===== src/rtl/nibble_serial_cmp_ctrl_pkg.sv =====
// Shared encodings for the serial nibble comparator: FSM states and result codes.
// Pure definitions, no logic.
package cmp_ctrl_pkg;

  localparam logic [1:0] ST_IDLE = 2'd0;
  localparam logic [1:0] ST_CMP  = 2'd1;
  localparam logic [1:0] ST_DONE = 2'd2;

  localparam logic [1:0] RES_EQ = 2'd0;
  localparam logic [1:0] RES_GT = 2'd1;
  localparam logic [1:0] RES_LT = 2'd2;

  function automatic logic [1:0] res_code(input logic gt, input logic lt);
    return gt ? RES_GT : (lt ? RES_LT : RES_EQ);
  endfunction

endpackage


===== src/rtl/nibble_serial_cmp_ctrl_nibble_cmp.sv =====
// Combinational 4-bit unsigned magnitude comparator; zero latency.
// No handshake, pure function of its inputs.
module nibble_cmp (
  input  logic [3:0] a,
  input  logic [3:0] b,
  output logic       gt,
  output logic       lt,
  output logic       eq
);

  assign gt = (a > b);
  assign lt = (a < b);
  assign eq = (a == b);

endmodule


===== src/rtl/nibble_serial_cmp_ctrl.sv =====
// Serial wide-operand compare over one shared nibble comparator, MSB nibble first.
// Latency NIBBLES+1 from accept to done (k+1 on first difference when EARLY_EXIT_EN is defined).
// start is ignored while busy; start in the DONE cycle is accepted back-to-back.
module nibble_serial_cmp_ctrl
  import cmp_ctrl_pkg::*;
#(
  parameter int NIBBLES = 4
) (
  input  logic                 clk,
  input  logic                 rst_n,
  input  logic                 start,
  input  logic [4*NIBBLES-1:0] a,
  input  logic [4*NIBBLES-1:0] b,
  output logic                 busy,
  output logic                 done,
  output logic                 a_gt_b,
  output logic                 a_lt_b,
  output logic                 a_eq_b
);

  localparam int IW = $clog2(NIBBLES);

  logic [1:0]           state;
  logic [4*NIBBLES-1:0] op_a;
  logic [4*NIBBLES-1:0] op_b;
  logic [IW-1:0]        idx;
  logic                 decided;
  logic [1:0]           pend_res;

  logic [3:0] nib_a;
  logic [3:0] nib_b;
  logic       n_gt;
  logic       n_lt;
  logic       n_eq;

  logic [1:0] cur_res;
  logic [1:0] fin_res;
  logic       exit_now;

  assign nib_a = op_a[4*int'(idx) +: 4];
  assign nib_b = op_b[4*int'(idx) +: 4];

  nibble_cmp u_nibble_cmp (
    .a  (nib_a),
    .b  (nib_b),
    .gt (n_gt),
    .lt (n_lt),
    .eq (n_eq)
  );

  // A decision already latched wins; otherwise the nibble under test decides.
  always_comb begin
    cur_res = res_code(n_gt, n_lt);
    fin_res = decided ? pend_res : cur_res;
`ifdef EARLY_EXIT_EN
    exit_now = (idx == '0) || (!decided && !n_eq);
`else
    exit_now = (idx == '0);
`endif
  end

  always_ff @(posedge clk or negedge rst_n) begin
    if (!rst_n) begin
      state    <= ST_IDLE;
      busy     <= 1'b0;
      done     <= 1'b0;
      a_gt_b   <= 1'b0;
      a_lt_b   <= 1'b0;
      a_eq_b   <= 1'b0;
      idx      <= '0;
      decided  <= 1'b0;
      pend_res <= RES_EQ;
      op_a     <= '0;
      op_b     <= '0;
    end else begin
      done <= 1'b0;
      case (state)
        ST_IDLE, ST_DONE: begin
          if (start) begin
            op_a     <= a;
            op_b     <= b;
            idx      <= IW'(NIBBLES - 1);
            decided  <= 1'b0;
            pend_res <= RES_EQ;
            busy     <= 1'b1;
            state    <= ST_CMP;
          end else begin
            state <= ST_IDLE;
          end
        end
        ST_CMP: begin
          if (!decided && !n_eq) begin
            decided  <= 1'b1;
            pend_res <= cur_res;
          end
          // Exit happens at idx==0 before any decrement, so idx never wraps.
          if (exit_now) begin
            state  <= ST_DONE;
            busy   <= 1'b0;
            done   <= 1'b1;
            a_gt_b <= (fin_res == RES_GT);
            a_lt_b <= (fin_res == RES_LT);
            a_eq_b <= (fin_res == RES_EQ);
          end else begin
            idx <= idx - 1'b1;
          end
        end
        default: begin
          state <= ST_IDLE;
          busy  <= 1'b0;
        end
      endcase
    end
  end

endmodule


===== config.mk =====
export PLATFORM = sky130hd
export DESIGN_NAME = nibble_serial_cmp_ctrl
export DESIGN_NICKNAME = d
export VERILOG_FILES = /design/src/rtl/nibble_serial_cmp_ctrl_pkg.sv /design/src/rtl/nibble_serial_cmp_ctrl_nibble_cmp.sv /design/src/rtl/nibble_serial_cmp_ctrl.sv
export SDC_FILE = /design/constraint.sdc
export NUM_CORES = 1
export LEC_CHECK = 0
export ABC_AREA = 1
export CAP_MARGIN = 20
export CELL_PAD_IN_SITES_DETAIL_PLACEMENT = 1
export CELL_PAD_IN_SITES_GLOBAL_PLACEMENT = 2
export CORE_MARGIN = 5
export CORE_UTILIZATION = 32
export DETAILED_ROUTE_END_ITERATION = 10
export PLACE_DENSITY = 0.93
export SYNTH_ARGS = -nofsm -noshare
export SYNTH_HDL_FRONTEND = slang
export SYNTH_HIERARCHICAL = 1
export SYNTH_SLANG_ARGS = --single-unit

===== constraint.sdc =====
create_clock -name clk -period 5.1 [get_ports clk]
set_input_delay 1.02 -clock clk [delete_from_list [all_inputs] [get_ports clk]]
set_output_delay 1.02 -clock clk [all_outputs]
set_load 0.01 [all_outputs]

==> flow_summary_export.csv <==
group,metric,value,unit
run_status,status,"complete, no violations",
critical_path,worstPathArrival,3.05,ns
final_layout,fillCellCount,784,
drt,route.vias.total,1810,
critical_path,critPathSlowestCell,"dfrtp_1",
yosys,syn_avg_cell_area,7.890,µm²
sta,rsz0062_at_grt,"no",
grt,grt_pass1_wl,8901,µm
floorplanning,rows,29,
flow_run,drv_cap,0,
final_layout,drive_above_1_share,0.05537,
placement,port_buffers,39,
floorplanning,core,6386,µm²
grt,grt_use_total,0.1291,
critical_path,path_cells,"inv_1 > o21ai_0 > o22ai_1 > inv_1 > ha_1 > nand2_1 > nand2_1 > nand2_1 > a21oi_1 > inv_1 > nand2_1 > o21ai_0 > inv_1 > nand2_1 > nand2_1",
sta,final_max_slew_viol_count,0,
clocking,cts_tree,"built",
clocking,cts.sinks,44,
clocking,clkLatencyLatePin,0.29,ns
sta,max_freq,350.2,MHz
drt,routed_via_density,4.714,
yosys,netlist_instances,268,
critical_path,start_kind,"flip-flop",
drt,wirelength_met1,2336,µm
drt,wl_per_cell,13.26,µm
clocking,ctsResizeCount,0,
final_layout,final_cell_area,2673,µm²
placement,gp_congestion,0.7238,
sta,max_slew_margin,0.5208,
sta,fin_crit_sh,0.5599,
final_layout,nNetsFinal,346,
floorplanning,initial_core_util,0.3311,
critical_path,cp-end-kind,"flip-flop",
placement,place_inst,375,
drt,met3_length,161,µm
clocking,clk_pin_slew,0.09,ns
clocking,htreeDepth,2,
yosys,ys_seq_area_frac,0.5207,
floorplanning,die_w,91.29,µm
drt,dr_wl_met2,2517,µm
clocking,clock-root-buffer,"clkbuf_8",
critical_path,crit_top_cell,"nand2_1",
clocking,numCtsBuffers,5,
placement,pre_cts_slack,2.042,ns
critical_path,required,5.29,ns
clocking,cts_max_path_buffers,2,
floorplanning,fp.dieH,91.29,µm
sta,setup_viol,0,
yosys,synthTopCellsByArea,"dfrtp_1 52%, nand2_1 22%, o21ai_0 4.5%, nor2_1 3.6%, ha_1 3.0%",
yosys,synth_top_area_frac,0.5207,
critical_path,critical_path_class,"reg -> reg",
final_layout,syn_to_final_growth,26.39,%
final_layout,finalNonFillerCells,384,
critical_path,crit_path_max_incr_delay,0.71,ns
placement,hpwl,3671,µm
grt,antenna_found_initial,0,
sta,finClkSkew,0.008743,ns
sta,finalHoldViolations,0,
placement,post_dp_cell_area,2537,µm²
power_and_ir_drop,p_total,1.733,mW
sta,worstMarginPinSlew,0.7171,ns
power_and_ir_drop,p_per_area,648.4,nW/µm²
drt,ant_nets,0,
yosys,ys_ff_latch,44,
grt,gr-total-overflow,0,
drt,drt_iter0_drc,62,
final_layout,diodes,0,
floorplanning,ios,40,
grt,grt_pass1_vias,1974,
power_and_ir_drop,ir_drop,0.0002775,V
hold_path,hold_class,"reg -> reg",
floorplanning,die_area,8334,µm²
critical_path,rrSetupSlack,2.24,ns
drt,top_layer,"met4",
drt,drc,0,
sta,finalSetupTns,0,ns
drt,routed_wl,5092,µm
yosys,yosysTopAreaCell,"dfrtp_1",
yosys,synth.distinct_cells,22,
critical_path,worstPathMaxFanout,18,
yosys,synth_area,2115,µm²
drt,dr.pass1.iters,4,
clocking,cts.hold.buffers_added,0,
yosys,yosysWarnings,6,
yosys,synth_fp_nets,308,
clocking,post_cts_buffers,0,
power_and_ir_drop,p_leak,1.356,nW
sta,fin_ws,2.245,ns
sta,min_period,2.855,ns
grt,grt_max_degree,45,
## synthesized netlist by cell type
library cell	instances
inv_1	16
nand2_4	1
o21ai_1	2
inv_2	2
clkinv_1	1
nand3_1	4
nand2_1	126
nand2_2	1
o21ai_2	1
buf_2	5
a21oi_1	2
o211ai_1	1
nor2_4	3
o22ai_1	9
dfrtp_1	44
buf_6	1
nor2_1	20
ha_1	5
o21bai_1	1
buf_4	3
and2_1	1
o21ai_0	19
## through the flow
step             util  hold WS, ns
5_1_grt        0.4185       0.5070
6_report       0.4185       0.4730
2_1_floorplan       -       0.4366
4_1_cts        0.4142       0.4793
3_5_place_dp   0.3973       0.4587
3_3_place_gp   0.3973       0.4532
## layout make-up
type | count | area [µm²] | share of cell area
well taps | 77 | 96.34 | 0.03605
clock buffers | 6 | 72.57 | 0.02715
inverters | 19 | 71.32 | 0.02669
clock inverters | 2 | 35.03 | 0.01311
repair buffers | 40 | 412.9 | 0.1545
multi-input cells | 196 | 883.3 | 0.3305
flip-flops and latches | 44 | 1101 | 0.4120
## sequential cells by signal, indices dropped and copies added, names as in the netlist
register and cells:
a_eq_b 1, op_a 16, idx 2, decided 1, a_lt_b 1, a_gt_b 1, pend_res 2, done 1
state 2, busy 1, op_b 16
## placed cells by master, fill, tap and decap left out, types with 2 or more instances in the layout
cell | synthesis | final
inv_1 | 16 | 16
nor2_4 | 3 | 3
nor2_1 | 20 | 20
o22ai_1 | 9 | 9
inv_2 | 2 | 2
a21oi_1 | 2 | 2
clkdlybuf4s50_1 | 0 | 38
clkbuf_8 | 0 | 5
dfrtp_1 | 44 | 44
o21ai_1 | 2 | 2
nand3_1 | 4 | 4
ha_1 | 5 | 5
nand2_1 | 126 | 126
o21ai_0 | 19 | 19
## final timing paths
kind                       cells after the start  startpoint       end
setup / recovery                              15      idx[0]    a_eq_b
hold / removal                                 2     op_b[6]   op_b[6]
setup reg to reg                              15      idx[0]    a_eq_b
hold reg to reg                                2     op_b[6]   op_b[6]
max in group asynchronous                      2       rst_n  op_b[15]
min in group asynchronous                      1       rst_n  op_b[13]
## per-layer routing
layer,global-route usage,vias to the layer above
li1,-,911
met1,0.1594,867
met2,0.2260,27
met3,0.02397,5
met4,0.04279,0
met5,0,-
## power breakdown
group	internal, mW	switching, mW
Clock	0.146	0.119
Sequential	0.511	0.127
Combinational	0.326	0.504
## cells by family after synthesis
kind of cell             Yosys count  share of synthesized area
flip-flops                        44                     0.5207
adder cells (fa/ha/maj)            5                    0.02959
buffers and inverters             28                    0.06154
AND/OR/NAND/NOR                  156                     0.2959
AO/OA/AOI/OAI                     35                    0.09231
## worst max-delay path, delay by kind of cell, from the launching register on
kind / cells / cell delay, ns
compound gates: 4 / 0.73
buf+inv: 4 / 0.68
simple gates: 6 / 0.38
flops: 1 / 0.71
fa+ha+maj: 1 / 0.24
(Power assumes the default switching activity.)
